===== src/rtl/div_seq_unit_if.sv =====
// EX <-> divider handshake bundle: operation request, result return and flush.
// The master modport is the EX stage; the slave modport is the divider.
interface div_seq_unit_if #(
    parameter int WIDTH = 32
);
    logic             flush;
    logic             div_in_valid;
    logic             div_in_ready;
    logic             div_signed;
    logic [WIDTH-1:0] div_src1;
    logic [WIDTH-1:0] div_src2;
    logic             div_out_valid;
    logic             div_out_ready;
    logic [WIDTH-1:0] div_quotient;
    logic [WIDTH-1:0] div_remainder;
    logic             div_busy;

    modport master (
        output flush, div_in_valid, div_signed, div_src1, div_src2, div_out_ready,
        input  div_in_ready, div_out_valid, div_quotient, div_remainder, div_busy
    );

    modport slave (
        input  flush, div_in_valid, div_signed, div_src1, div_src2, div_out_ready,
        output div_in_ready, div_out_valid, div_quotient, div_remainder, div_busy
    );
endinterface


===== src/rtl/div_seq_unit.sv =====
// Sequential restoring divider for div.w/mod.w/div.wu/mod.wu.
// It produces one quotient bit per cycle and presents a signed result after WIDTH CALC cycles.
module div_seq_unit #(
    parameter int WIDTH = 32,
    parameter int CNT_W = 6
) (
    input  logic          clk,
    input  logic          resetn,
    div_seq_unit_if.slave io
);

    typedef enum logic [1:0] {
        IDLE = 2'd0,
        CALC = 2'd1,
        DONE = 2'd2
    } state_t;

    typedef struct packed {
        logic             sign_q;
        logic             sign_r;
        logic             dz;
        logic [WIDTH-1:0] src1_raw;
        logic [WIDTH-1:0] dvs_mag;
    } op_t;

    state_t           state;
    logic [CNT_W-1:0] cnt;
    op_t              op;
    logic [WIDTH-1:0] dvd_sh;
    logic [WIDTH-1:0] rem;
    logic [WIDTH-1:0] q;
    logic [WIDTH-1:0] quo_r;
    logic [WIDTH-1:0] rem_r;

    logic             a_neg, b_neg;
    logic [WIDTH-1:0] a_mag, b_mag;
    logic [WIDTH-1:0] partial;
    logic [WIDTH:0]   diff;
    logic             ge;
    logic [WIDTH-1:0] rem_nxt;
    logic [WIDTH-1:0] q_nxt;
    logic             last;

    assign a_neg = io.div_signed & io.div_src1[WIDTH-1];
    assign b_neg = io.div_signed & io.div_src2[WIDTH-1];
    assign a_mag = a_neg ? -io.div_src1 : io.div_src1;
    assign b_mag = b_neg ? -io.div_src2 : io.div_src2;

    // The dividend is shifted out MSB first, so its top bit is the next bit to bring down.
    assign partial = {rem[WIDTH-2:0], dvd_sh[WIDTH-1]};
    assign diff    = {1'b0, partial} - {1'b0, op.dvs_mag};
    assign ge      = ~diff[WIDTH];
    assign rem_nxt = ge ? diff[WIDTH-1:0] : partial;
    assign q_nxt   = {q[WIDTH-2:0], ge};
    assign last    = (cnt == CNT_W'(WIDTH-1));

    always_ff @(posedge clk or negedge resetn) begin
        if (!resetn) begin
            state  <= IDLE;
            cnt    <= '0;
            op     <= '0;
            dvd_sh <= '0;
            rem    <= '0;
            q      <= '0;
            quo_r  <= '0;
            rem_r  <= '0;
        end else if (io.flush) begin
            state <= IDLE;
        end else begin
            case (state)
                IDLE: begin
                    if (io.div_in_valid) begin
                        op.sign_q   <= a_neg ^ b_neg;
                        op.sign_r   <= a_neg;
                        op.dz       <= (io.div_src2 == '0);
                        op.src1_raw <= io.div_src1;
                        op.dvs_mag  <= b_mag;
                        dvd_sh      <= a_mag;
                        rem         <= '0;
                        q           <= '0;
                        cnt         <= '0;
                        state       <= CALC;
                    end
                end
                CALC: begin
                    dvd_sh <= {dvd_sh[WIDTH-2:0], 1'b0};
                    rem    <= rem_nxt;
                    q      <= q_nxt;
                    cnt    <= cnt + CNT_W'(1);
                    if (last) begin
                        // Divide-by-zero overrides the sign fixup: all-ones quotient, raw dividend.
                        quo_r <= op.dz ? '1 : (op.sign_q ? -q_nxt : q_nxt);
                        rem_r <= op.dz ? op.src1_raw : (op.sign_r ? -rem_nxt : rem_nxt);
                        state <= DONE;
                    end
                end
                DONE: begin
                    if (io.div_out_ready) state <= IDLE;
                end
                default: state <= IDLE;
            endcase
        end
    end

    assign io.div_in_ready  = (state == IDLE);
    assign io.div_busy      = (state != IDLE);
    assign io.div_out_valid = (state == DONE);
    assign io.div_quotient  = quo_r;
    assign io.div_remainder = rem_r;

endmodule

===== src/flat_wrapper.sv =====
// flat-port wrapper written by rule: the top's interface ports become plain ports
module div_seq_unit_flat 
#(
    parameter int WIDTH = 32,
    parameter int CNT_W = 6
)
  (clk, resetn, io_flush, io_div_in_valid, io_div_signed, io_div_src1, io_div_src2, io_div_out_ready, io_div_in_ready, io_div_out_valid, io_div_quotient, io_div_remainder, io_div_busy);
  div_seq_unit_if #(.WIDTH(WIDTH)) io_i ();
  input  logic clk;
  input  logic resetn;
  input wire logic [$bits(io_i.flush)-1:0] io_flush;
  input wire logic [$bits(io_i.div_in_valid)-1:0] io_div_in_valid;
  input wire logic [$bits(io_i.div_signed)-1:0] io_div_signed;
  input wire logic [$bits(io_i.div_src1)-1:0] io_div_src1;
  input wire logic [$bits(io_i.div_src2)-1:0] io_div_src2;
  input wire logic [$bits(io_i.div_out_ready)-1:0] io_div_out_ready;
  output wire logic [$bits(io_i.div_in_ready)-1:0] io_div_in_ready;
  output wire logic [$bits(io_i.div_out_valid)-1:0] io_div_out_valid;
  output wire logic [$bits(io_i.div_quotient)-1:0] io_div_quotient;
  output wire logic [$bits(io_i.div_remainder)-1:0] io_div_remainder;
  output wire logic [$bits(io_i.div_busy)-1:0] io_div_busy;
  assign io_i.flush = io_flush;
  assign io_i.div_in_valid = io_div_in_valid;
  assign io_i.div_signed = io_div_signed;
  assign io_i.div_src1 = io_div_src1;
  assign io_i.div_src2 = io_div_src2;
  assign io_i.div_out_ready = io_div_out_ready;
  assign io_div_in_ready = io_i.div_in_ready;
  assign io_div_out_valid = io_i.div_out_valid;
  assign io_div_quotient = io_i.div_quotient;
  assign io_div_remainder = io_i.div_remainder;
  assign io_div_busy = io_i.div_busy;
  div_seq_unit #(.WIDTH(WIDTH), .CNT_W(CNT_W)) u_core (.clk(clk), .resetn(resetn), .io(io_i));
endmodule

===== config.mk =====
export PLATFORM = sky130hd
export DESIGN_NAME = div_seq_unit_flat
export DESIGN_NICKNAME = d
export VERILOG_FILES = /design/src/rtl/div_seq_unit_if.sv /design/src/rtl/div_seq_unit.sv /design/src/flat_wrapper.sv
export SDC_FILE = /design/constraint.sdc
export NUM_CORES = 1
export LEC_CHECK = 0
export BUFFER_PORTS_ARGS = -buffer_cell sky130_fd_sc_hd__buf_2
export CAP_MARGIN = 20
export CORE_MARGIN = 2
export CORE_UTILIZATION = 35
export DETAILED_ROUTE_END_ITERATION = 8
export SYNTH_ARGS = -nofsm -noshare
export SYNTH_HDL_FRONTEND = slang
export SYNTH_SLANG_ARGS = --single-unit

===== constraint.sdc =====
create_clock -name clk -period 10.1 [get_ports clk]
set_input_delay 2.525 -clock clk [delete_from_list [all_inputs] [get_ports clk]]
set_output_delay 2.525 -clock clk [all_outputs]
set_load 0.005 [all_outputs]

## After elaboration in Yosys (flattened, before gate mapping)

Cells that the tools add are included.

| word-level totals | value |
|---|---|
| bits in registers | 233 |
| input port bits | 70 |
| output and inout bits | 67 |
| logic and storage cells | 57 |

| operators by class | value |
|---|---|
| add/subtract/negate cells | 6 |
| equal/unequal tests | 7 |
| mux-type cells | 19 |
| bitwise gates (word level) | 5 |
| reduce and logical (&&, ||, !) cells | 8 |

Operators by type and width:

| operator | count |
|---|---|
| $mux 32 | 8 |
| $neg 32->32 | 4 |
| $pmux 31 s2 | 2 |
| $pmux 32 s2 | 1 |
| $sub 32x32->33 | 1 |
| $logic_not 32->1 | 1 |
| $mux 31 | 1 |
| $pmux 6 s2 | 1 |
| $reduce_and 3->1 | 4 |
| $mux 2 | 4 |
| $add 6x1->6 const B | 1 |
| $eq 6x5->1 const B | 1 |
| $mux 6 | 1 |
| $ne 3x3->1 const B | 2 |
| $pmux 2 s3 | 1 |
| $reduce_bool 2->1 | 2 |
| $ne 3x2->1 const B | 1 |
| $and 1x1->1 | 2 |
| $eq 2x1->1 const B | 1 |
| $eq 2x2->1 const B | 1 |
| $logic_not 2->1 | 1 |
| $ne 2x2->1 const B | 1 |
| $not 1->1 | 2 |
| $xor 1x1->1 | 1 |

## Longest topological paths before layout

Gate-level depths: netlist of run 1.

| depth | value |
|---|---|
| word-level depth | 5 |
| depth in mapped cells | 23 |
| mapped depth without buffers | 19 |

## Least setup slack after synthesis of run 1

No wires, ideal clock.

| timing | value |
|---|---|
| kind | register to register |
| start point | reg u_core.rem[6] |
| end point | reg u_core.quo_r[28] (netlist: u_core.io.div_quotient[28]) |
| setup time | 137 ps |
| data arrival time | 5046 ps |
| data required time | 9963 ps |
| slack | 4917 ps |
| stages on the path, launching flop included | 21 |
| path buffers | 6 |
| period minus slack after synthesis | 5183 ps |
| path through | dfrtp_1 -> ha_1 -> clkbuf_1 -> a21o_1 -> o31ai_1 -> a211oi_1 -> or2_1 -> buf_4 -> inv_2 -> buf_6 -> clkbuf_1 -> clkbuf_1 -> clkbuf_1 -> ha_1 -> nand2_1 -> or4_1 -> or3_1 -> or4_1 -> o31ai_1 -> xor2_1 -> a21oi_1 |

| between the ends | value |
|---|---|
| word-level cells in the longest chain between the ends | 5 |

RTL lines:

| item | RTL line | RTL |
|---|---|---|
| start: declaration | div_seq_unit.sv:30 | `logic [WIDTH-1:0] rem;` |
| start signal: assignment | div_seq_unit.sv:87 | `rem <= rem_nxt;` |
| $sub 32x32->33 | div_seq_unit.sv:51 | `assign diff = {1'b0, partial} - {1'b0, op.dvs_mag};` |
| $not 1->1 | div_seq_unit.sv:52 | `assign ge = ~diff[WIDTH];` |
| $neg 32->32 | div_seq_unit.sv:92 | `quo_r <= op.dz ? '1 : (op.sign_q ? -q_nxt : q_nxt);` |
| $mux 32 (2 in series) | div_seq_unit.sv:92 |  |
| end signal: assignment | div_seq_unit.sv:92 |  |
| end: declaration | div_seq_unit.sv:32 | `logic [WIDTH-1:0] quo_r;` |

Every way passes these cells.
A chain may end at the register's enable or synchronous reset.

## Final worst setup path of run 1

| timing | value |
|---|---|
| start point | reg u_core.dvd_sh[31] |
| end point | reg u_core.quo_r[28] (netlist: u_core.io.div_quotient[28]) |

| between the ends | value |
|---|---|
| word-level cells in the longest chain between the ends | 5 |

RTL lines:

| item | RTL line | RTL |
|---|---|---|
| start: declaration | div_seq_unit.sv:29 | `logic [WIDTH-1:0] dvd_sh;` |
| start signal: assignment | div_seq_unit.sv:78 | `dvd_sh <= a_mag;` |
| start signal: assignment | div_seq_unit.sv:86 | `dvd_sh <= {dvd_sh[WIDTH-2:0], 1'b0};` |
| $sub 32x32->33 | div_seq_unit.sv:51 |  |
| $not 1->1 | div_seq_unit.sv:52 |  |
| $neg 32->32 | div_seq_unit.sv:92 |  |
| $mux 32 (2 in series) | div_seq_unit.sv:92 |  |

Every way passes these cells.

==> results.md, run 1 <==
- Status: complete, no violations
- Met3 routed WL: 2200 um
- Startpoint types: register
- Die H: 204 um
- Adder-Cell Fraction of Synth Area: 3.44%
- Compound-Gate Fraction of Synth Area: 21.7%
- Core area: 0.0396 mm^2
- Largest family of logic cells by synthesized area: compound AO/OA/AOI/OAI gates
- Placed insts: around 2,300
- Maxcap violations: 0
- Post-Synth XOR/XNOR Area: 8.86%
- Power density over the cells: around 280 mW/mm^2
- Critical path fanouts, max: 41
- Yosys warnings: 0
- Crit path DAT: 5890 ps
- Post-CTS Resized: 0
- Setup Buffers After CTS: 0
- Net Switching: between 1.5 and 2 mW
- Yosys reg bits: 233
- Final ANT Viol Nets: 0
- Synth top cells by count: nand2_1, dfrtp_1, o21ai_0
- CTS tree: done
- Count of boundary I/O pins: 137
- Synth Area in Simple Gates: 18.5%
- # hold bufs at CTS: 0
- Met2 wire length: 18,900 um
- Drt wl/cell: 17.2 um
- Area growth, synth to finish: 14.8%
- Slew Limit Fails: 0
- Leak pwr: about 7.6 nW
- Final net count: 1,869
- Die X: roughly 200 um
- Port buffer count: 136
- M1 wire length: 17,400 um
- Top Metal Used: met5
- Placed instance area: 0.0152 mm^2
- Root buffer cell: clkbuf_16
- Largest net degree at the start of global routing: 123
- Setup crit end kind: register
- Worst skew pair latency: 560 ps
- Setup ws final: ~4600 ps
- Slew @ Worst Pin: 1110 ps
- PnR Total Power: 4.54 mW
- Sequential share of the synthesized area: 41.5%
- Dpl hpwl: approximately 28,000 um
- RSZ-0062 raised after global routing: no
- Setup violators final: 0
- Count leader, synth: nand2_1
- Final Hold Slack: 474 ps
- Vias per inst: 5.35
- Final Non-Filler Cells: ~2,300
- Pre-CTS WS: 4430 ps
- Multiplexer share of the synthesized area: approximately 1.7%
- Minimum clock period: 5470 ps
- Critical path type: reg2reg
- Maximum clock frequency: 183 MHz
- DR DRC count: 0
- Pre-antenna DRT Iters: 5
- DRT Wirelength: 39,500 um
- Clk pin slew, worst setup/hold paths: 60 ps
- Vias in the first global route: 11,971
- Row count: 73
- Clk sink count: 233
- Gate Count Post-Synth: about 1,700
- H-tree level count: 1
- Initial antenna violation count: 2
- Peak supply drop: 0.137 mV
- Req. time, crit path: 10,520 ps
- Worst Hold Class: reg2reg
- Gr ovfl total: 0
- Synth unique cells: 70
- RD Place Congestion: slightly below 0.9
- Critical path's slowest cell: inv_2
- Share of the synthesized area in the top cell type: roughly 42%
- Endpoints failing hold: 0
- Die area: 0.0417 mm^2
- Seq pwr share: 26.4%
- Predominant post-synthesis flop cell: dfrtp_1
- Share of cells above drive strength 1: 12.1%
- Cell accounting for the most synthesized area: dfrtp_1
- Setup TNS: 0 ps
- Comb pwr share: about half
- Final worst path period share: 54.2%
- DRT iter0 DRCs: 657
- Initial cell density of the core: 35.4%
- Slowest stage delay, CP: 540 ps
- Number of synthesized flops with an enable pin: 0
- DR vias: 12,333
- CTS Buf Count: 28
- Final core occ: 40.6%
- Post-synthesis cell area: 0.0140 mm^2
- Crit-path cells: inv_1 > ha_1 > fa_1 > nand2b_1 > a21oi_1 > o31ai_1 > a211oi_1 > or2_1 > buf_4 > inv_2 > ha_1 > nand2_1 > or4_1 > or3_1 > or4_1 > o31ai_1 > xor2_1 > a21oi_1
- Top cells by area, synth: dfrtp_1, nand2_1, o21ai_0
- Mean Syn Cell Area: roughly 8.4 um^2
- Syn_nets: 1,780
- Total track usage: 18.8%
- CTS max path bufs: 3
- Cell Int Power: around 2.6 mW
- Net Sw Frac: between 40% and 50%
- Final std cell area, no fill: between 0.015 and 0.02 mm^2
- Clock tree skew after final layout: ~10 ps
- Async set-or-reset flop fraction in the synthesized netlist: 100%
- First-pass GRT wire length: 63,700 um
- Clock Power Share: 22.7%
- Slew headroom: between 20% and 30%
## final timing paths
check / start / end / slack (ps) / cells past startpoint
max: u_core.dvd_sh[31] / u_core.io.div_quotient[28] / 4630 / 18
min: u_core.dvd_sh[22] / u_core.dvd_sh[22] / 470 / 2
max reg2reg: u_core.dvd_sh[31] / u_core.io.div_quotient[28] / 4630 / 18
min reg2reg: u_core.dvd_sh[22] / u_core.dvd_sh[22] / 470 / 2
max in group asynchronous: resetn / u_core.rem[0] / 6390 / 2
min in group asynchronous: resetn / u_core.op[27] / 2050 / 1
## state kept, by name, summed over array words and instances, names as in the netlist
register,count
u_core.dvd_sh,32
u_core.q,31
u_core.rem,31
u_core.io.div_remainder,32
u_core.cnt,6
u_core.io.div_quotient,32
u_core.op,67
u_core.state,2
## cell families (layout without fill, tap and decap cells)
| kind of cell | count (synthesis) | after routing |
|---|---|---|
| mux | 24 | 24 |
| buf+inv | 152 | 259 |
| simple gates | 582 | 582 |
| flops | 233 | 233 |
| compound gates | 501 | 501 |
| other cells | 0 | 1 |
| fa+ha+maj | 38 | 38 |
| xor+xnor | 142 | 142 |
## per-layer routing
metal	global-route usage (%)	up-vias
li1	-	6060
met1	24.4	5939
met2	31.7	275
met3	4.00	57
met4	5.36	2
met5	0	-
## placed cells by master (no fill, tap or decap), types with 10 or more instances in the layout
| cell | Yosys | routed |
|---|---|---|
| a21oi_1 | 133 | 133 |
| a22o_1 | 33 | 33 |
| a22oi_1 | 20 | 20 |
| a31oi_1 | 22 | 22 |
| buf_2 | 4 | 135 |
| buf_4 | 1 | 14 |
| clkbuf_16 | 0 | 29 |
| dfrtp_1 | 233 | 233 |
| ha_1 | 37 | 37 |
| inv_1 | 58 | 58 |
| mux2i_1 | 22 | 22 |
| nand2_1 | 276 | 276 |
| nand2b_1 | 15 | 15 |
| nand3_1 | 24 | 24 |
| nand4_1 | 15 | 15 |
| nor2_1 | 141 | 139 |
| nor3_1 | 21 | 21 |
| nor4_1 | 14 | 14 |
| o21ai_0 | 189 | 189 |
| o31ai_1 | 25 | 25 |
| o41ai_1 | 10 | 10 |
| or3_1 | 18 | 18 |
| or4_1 | 15 | 15 |
| xnor2_1 | 65 | 65 |
| xor2_1 | 77 | 77 |
## cell type report
| cell class | instances | area [um^2] |
|---|---|---|
| diodes | 1 | 2.50 |
| clock buffers | 39 | 833 |
| clock inverters | 9 | 104 |
| fillers | 4054 | 23500 |
| inverters | 60 | 225 |
| multi-input cells | 1287 | 7640 |
| flip-flops and latches | 233 | 5830 |
| well taps | 525 | 657 |
| repair buffers | 151 | 816 |
## critical path, delay by kind of cell, from the launching register on
kind | cells | cell delay (ps)
AOI/OAI and AO/OA | 5 | 1080
DFF | 1 | 440
adders and majority gates | 3 | 680
and+or+nand+nor | 6 | 2010
xor gates and xnor gates | 1 | 170
buffers and inverters | 3 | 930
## power groups by stage
stage	combinational, mW	clock, mW	sequential, mW
after CTS	2.32	1.05	1.20
after global routing	2.60	1.09	1.21
final	2.31	1.03	1.20
after global placement	2.27	0	1.21
after detailed placement	2.30	0	1.21
after floorplan	1.81	0	1.16
(Power assumes the default switching activity.)
==> inputs of run 2 (changes only) <==
ABC_AREA = 1   (was default)
clock period = 4.6 ns   (was 10.1 ns; I/O delays follow)
==> run 2 against run 1 <==
Worst setup slack got worse by 4100 ps. Hold slack better by 2.2 ps. Total power grew to 2.6 times the previous value. Critical path depth increased by 9. Combinational power increased to 3.0 times the previous value. Largest cell class unchanged. Clock skew up 12 ps. Largest power group unchanged. Design area increased by 7.8%.
==> results.md, run 2 <==
- Setup violators final: 0
- Slew Limit Fails: 0
- Seq pwr share: 21.9%
- Die H: 212 um
- Cell Int Power: 5.83 mW
- H-tree level count: 1
- Met1 usage: 31.3%
- Worst Hold Class: reg2reg
- Final Non-Filler Cells: 2,893
- Top cells by area, synth: dfrtp_1, nand2_1, inv_1
- Endpoints failing hold: 0
- Drt wl/cell: 17.1 um
- M2 GR Usage: between 30% and 40%
- Leak pwr: 9.37 nW
- Count leader, synth: nand2_1
- Setup Buffers After CTS: 0
- Count of boundary I/O pins: around 140
- Total track usage: a little under a quarter
- RSZ-0062 raised after global routing: no
- Critical path fanouts, max: 18
- Largest net degree at the start of global routing: 78
- R2r setup slk: between 500 and 600 ps
- WHS Endpoint: u_core.op[34]
- Slew @ Worst Pin: between 1000 and 1500 ps
- Min-delay src: u_core.op[34]
- Die area: 0.0450 mm^2
- CTS tree: done
- R2r endpoint: u_core.io.div_quotient[28]
- Startpoint types: register
- Hold depth: 2
- Post-synthesis cell area: 0.0152 mm^2
- DRT iter0 DRCs: 1,119
- Initial cell density of the core: 35.4%
- Net Switching: 6.04 mW
- Placed insts: ~2,800
- Number of synthesized flops with an enable pin: 0
- Minimum clock period: ~4000 ps
- Core area: between 0.04 and 0.05 mm^2
- DRT Wirelength: between 40,000 and 50,000 um
- Clock tree skew after final layout: 22.4 ps
- Final worst path period share: 88.6%
- R2R Path Start: u_core.dvd_sh[31]
- RD Place Congestion: a little under 1
- Ant. Diodes: 0
- Sequential share of the synthesized area: around two fifths
- Clock Power Share: 18.8%
- Peak supply drop: ~0.32 mV
- Net Sw Frac: 50.9%
- Vias in the first global route: 14,406
- Row count: 76
- Pre-CTS WS: 514 ps
- Met3 GRT Util: 3.31%
- Yosys warnings: 0
- Worst R2R Path Depth: 27
- Initial antenna violation count: 0
- Async set-or-reset flop fraction in the synthesized netlist: 100%
- Final ANT Viol Nets: 0
- Setup crit end kind: register
- Commonest cells after routing, fill and taps aside: nand2_1, inv_1, dfrtp_1, nor2_1, o21ai_0
- Gate Count Post-Synth: roughly 2,200
- Root buffer cell: clkbuf_16
- Clk sink count: 233
- Largest Register: u_core.op
- Power density over the cells: 683 mW/mm^2
- Dpl hpwl: 37,800 um
- Global routing's busiest layer: met2
- Final std cell area, no fill: 0.0174 mm^2
- Clk pin slew, worst setup/hold paths: approximately 60 ps
- Worst skew pair latency: 560 ps
- Req. time, crit path: a little over 5000 ps
- Maxcap violations: 0
- Mean Syn Cell Area: 6.97 um^2
- Synth top cells by count: nand2_1, inv_1, dfrtp_1
- Crit path DAT: 4550 ps
- Predominant post-synthesis flop cell: dfrtp_1
- Post-CTS Resized: 0
- Cell accounting for the most synthesized area: dfrtp_1
- Gr ovfl total: 0
- First-pass GRT wire length: 79,800 um
- Most common cell after layout, fill and taps aside: nand2_1
- CTS max path bufs: 3
- Setup ws final: about 530 ps
- Area growth, synth to finish: 14.6%
- DR DRC count: 0
- Vias per inst: 5.02
- Critical path type: reg2reg
- Share of cells above drive strength 1: 12.2%
- Final core occ: ~41%
- DR vias: 14,519
- Synth unique cells: 55
- Slew headroom: 28.4%
- Yosys reg bits: 233
- Final net count: 2,396
- Setup TNS: 0 ps
- # hold bufs at CTS: 0
- Share of the synthesized area in the top cell type: 38.4%
- Die X: 212 um
- Comb pwr share: 59.3%
- Port buffer count: 136
- Syn_nets: 2,284
- CTS Buf Count: 27
- Pre-antenna DRT Iters: 5
- Status: complete, no violations
- Placed instance area: 0.0165 mm^2
- Largest register FFs: 67
- Maximum clock frequency: 245 MHz
==> run 2: changes by cell type after synthesis, sizes merged, moves of 18 or more <==
cell	before	now
or3	19	0
xor2	77	55
mux2i	22	0
o21ai	191	151
inv	59	323
nand2	276	677
a22o	33	5
nand3	25	125
o31ai	27	9
a21oi	133	83
nor2	141	180
o22ai	2	55
xnor2	65	15
==> run 2: per-layer routing <==
metal / part of all wire, % / up-vias
met2: 45 / 427
met3: 5.7 / 82
li1: - / 7229
met1: 46 / 6781
met5: 0 / -
met4: 3.1 / 0
==> run 2: worst max-delay path: stages, from the launching register on <==
cell and delay (ps):
dfrtp_1 390, inv_1 80, ha_1 190, fa_1 220, inv_1 80, nand2_1 60, nand2_1 60, nand3_1 80
nand2_2 90, nand2_2 90, nand2_4 60, nand2_4 230, nand2_4 100, inv_4 60, ha_1 170, nand3_1 120
nor3_1 280, nand3_1 170, nor3_1 340, nand2_1 160, nor2_1 150, nand3_1 100, inv_1 110, a21oi_1 100
a21oi_1 160, xor2_1 170, o22ai_1 80, inv_1 100
==> run 2: cell type report <==
| type | count | area (um^2) |
|---|---|---|
| flip-flops and latches | 233 | 5830 |
| clock buffers | 39 | 761 |
| well taps | 585 | 732 |
| repair buffers | 161 | 891 |
| multi-input cells | 1539 | 7780 |
| fillers | 4523 | 25500 |
| inverters | 326 | 1230 |
| clock inverters | 10 | 156 |
==> run 2: power groups by stage <==
| stage | Clock [mW] | Combinational [mW] | Sequential [mW] |
|---|---|---|---|
| 4_1_cts | 2.29 | 6.97 | 2.59 |
| 2_1_floorplan | 0 | 5.08 | 2.53 |
| 5_1_grt | 2.39 | 7.90 | 2.63 |
| 6_report | 2.23 | 7.04 | 2.59 |
| 3_3_place_gp | 0 | 6.92 | 2.61 |
| 3_5_place_dp | 0 | 6.94 | 2.62 |
==> run 2: cells by family after synthesis <==
family                     Yosys count  share of synthesized area, %
DFF                                233                          38.4
AOI/OAI and AO/OA                  378                          14.6
adders and majority gates           38                          3.18
xor gates and xnor gates            70                          4.04
and+or+nand+nor                   1053                          29.4
buffers and inverters              404                          10.3
==> run 2: through the flow <==
| stage | total power [mW] | hold WS (ps) |
|---|---|---|
| final | 11.9 | 477 |
| after global routing | 12.9 | 503 |
| after CTS | 11.8 | 475 |
| after detailed placement | 9.56 | 460 |
| after global placement | 9.54 | 456 |
| after floorplan | 7.62 | 443 |
==> run 2: worst max path at each step <==
stage,start,to,cells after the start
2_1_floorplan,u_core.dvd_sh[31],u_core.io.div_quotient[28],29
3_3_place_gp,u_core.rem[10],u_core.io.div_quotient[28],24
3_5_place_dp,io_div_src2[0],u_core.op[29],14
4_1_cts,u_core.rem[12],u_core.io.div_quotient[28],24
5_1_grt,u_core.dvd_sh[31],u_core.io.div_quotient[28],27
6_report,u_core.dvd_sh[31],u_core.io.div_quotient[28],27
==> inputs of run 3 (changes only) <==
CORE_UTILIZATION = 55   (was 35)
PLACE_DENSITY = 0.78   (was default)
==> run 3 against run 2 <==
Sequential power about the same. First-iteration DRC count is 43% higher. Cell count down 8.7%. Non-clock buffer count decreased by 8. Die area is 36% lower. Sequential share of layout area increased by 0.79 points. Maximum frequency fell by 3.2%. Clock power fell by 5%. Critical path type unchanged. Largest power group unchanged.
==> results.md, run 3 (synthesis results as in run 2) <==
- Total track usage: 31.9%
- Area growth, synth to finish: 11.9%
- Critical path type: reg2reg
- Largest register FFs: 67
- Pre-antenna DRT Iters: 6
- Leak pwr: 9.31 nW
- Endpoints failing hold: 0
- Port buffer count: between 100 and 150
- Setup crit end kind: register
- Pre-CTS WS: 547 ps
- R2R Path Start: u_core.dvd_sh[31]
- Slew Limit Fails: 0
- Status: complete, no violations
- Largest Register: u_core.op
- Die area: 0.0289 mm^2
- Root buffer cell: clkbuf_16
- Final net count: around 2,400
- Crit path DAT: 4640 ps
- Vias per inst: 5.69
- Post-CTS Resized: 0
- Worst R2R Path Depth: 25
- Commonest cells after routing, fill and taps aside: nand2_1, inv_1, dfrtp_1, nor2_1, o21ai_0
- Setup TNS: 0 ps
- Req. time, crit path: 5030 ps
- R2r endpoint: u_core.io.div_remainder[18]
- Setup violators final: 0
- Peak supply drop: 0.338 mV
- Maximum clock frequency: 238 MHz
- Initial cell density of the core: 56.1%
- Share of cells above drive strength 1: between 10 and 15%
- DR vias: 15,014
- Clk sink count: approximately 230
- Final ANT Viol Nets: 0
- Power density over the cells: 683 mW/mm^2
- Die H: ~170 um
- RD Place Congestion: 1.02
- Worst skew pair latency: 550 ps
- Row count: 60
- Hold depth: 2
- Most common cell after layout, fill and taps aside: nand2_1
- DRT iter0 DRCs: 1,597
- Dpl hpwl: around 34,000 um
- Gr ovfl total: 0
- Clk pin slew, worst setup/hold paths: 60 ps
- WHS Endpoint: u_core.op[32]
- Final Hold Slack: about 470 ps
- Final worst path period share: 91.5%
- H-tree level count: 1
- Core area: 0.0270 mm^2
- Vias in the first global route: about 14,000
- Largest net degree at the start of global routing: 103
- CTS max path bufs: 3
- Critical path's slowest cell: buf_4
- Count of boundary I/O pins: 137
- Slew @ Worst Pin: between 1000 and 1500 ps
- Die X: around 170 um
- Slew headroom: 30.3%
- # hold bufs at CTS: 0
- Min-delay src: u_core.op[32]
- Setup ws final: 393 ps
- Setup Buffers After CTS: 0
- DR DRC count: 0
- Maxcap violations: 0
- Clock tree skew after final layout: 21.5 ps
- Startpoint types: register
- Final core occ: 62.8%
- R2r setup slk: 390 ps
- CTS tree: done
- CTS Buf Count: 26
- Slowest stage delay, CP: 450 ps
- Drt wl/cell: roughly 17 um
- Critical path fanouts, max: 37
- First-pass GRT wire length: 73,600 um
- Worst path most repeated cell: nand2_1
- Ant. Diodes: 0
- Initial antenna violation count: 0
- DRT Wirelength: 45,400 um
- RSZ-0062 raised after global routing: no
- Worst Hold Class: reg2reg
- Minimum clock period: 4210 ps
run 3: changes by cell type in the layout (fill, tap and decap cells not counted), moves of 2 or more:
cell and delta:
buf_4 -9, clkbuf_1 -4, clkinv_2 +4, bufinv_16 -2
run 3: worst max-delay path, delay by kind of cell, from the launching register on:
family | cells | cell delay, ps
AO/OA/AOI/OAI | 3 | 530
adder cells (fa/ha/maj) | 3 | 880
buffers and inverters | 4 | 730
flip-flops | 1 | 380
AND/OR/NAND/NOR | 15 | 1550
run 3: where the power goes:
| part | switching (mW) | internal, mW | total [mW] |
|---|---|---|---|
| Clock | 0.883 | 1.23 | 2.12 |
| Combinational | 4.80 | 2.08 | 6.88 |
| Sequential | 0.241 | 2.36 | 2.61 |
| Total | 5.92 | 5.68 | 11.6 |
run 3: stage by stage:
stage | instance area [um^2] | power, mW | cells
after floorplan | 15200 | 7.62 | 2176
after global placement | 16100 | 9.21 | 2592
after detailed placement | 16100 | 9.30 | 2592
after CTS | 17000 | 11.5 | 2640
after global routing | 17000 | 12.5 | 2640
final | 17000 | 11.6 | 2640
run 3: worst max-delay path by stage:
stage / start / end / slack [ps] / cells after the start
floorplan: u_core.dvd_sh[31] / u_core.io.div_quotient[28] / 980 / 29
global placement: u_core.dvd_sh[31] / u_core.io.div_quotient[28] / 680 / 27
detailed placement: u_core.dvd_sh[31] / u_core.io.div_remainder[18] / 550 / 25
CTS: u_core.dvd_sh[31] / u_core.io.div_remainder[18] / 510 / 25
global route: u_core.dvd_sh[31] / u_core.io.div_remainder[18] / 110 / 25
finish: u_core.dvd_sh[31] / u_core.io.div_remainder[18] / 390 / 25
run 3: per-layer routing:
metal	track usage (%)	vias up	part of all wire, %
met5	0	-	0
met4	8.84	0	2.6
met3	4.37	74	8.0
met2	51.5	687	46
met1	45.1	7033	44
li1	-	7220	-
run 3: final cells by class:
type	instances	area, um^2
Inverter	326	1230
Multi-Input combinational cell	1539	7780
Timing Repair Buffer	153	843
Tap cell	341	427
Clock buffer	35	734
Clock inverter	13	131
Sequential cell	233	5830
Fill cell	2466	10000
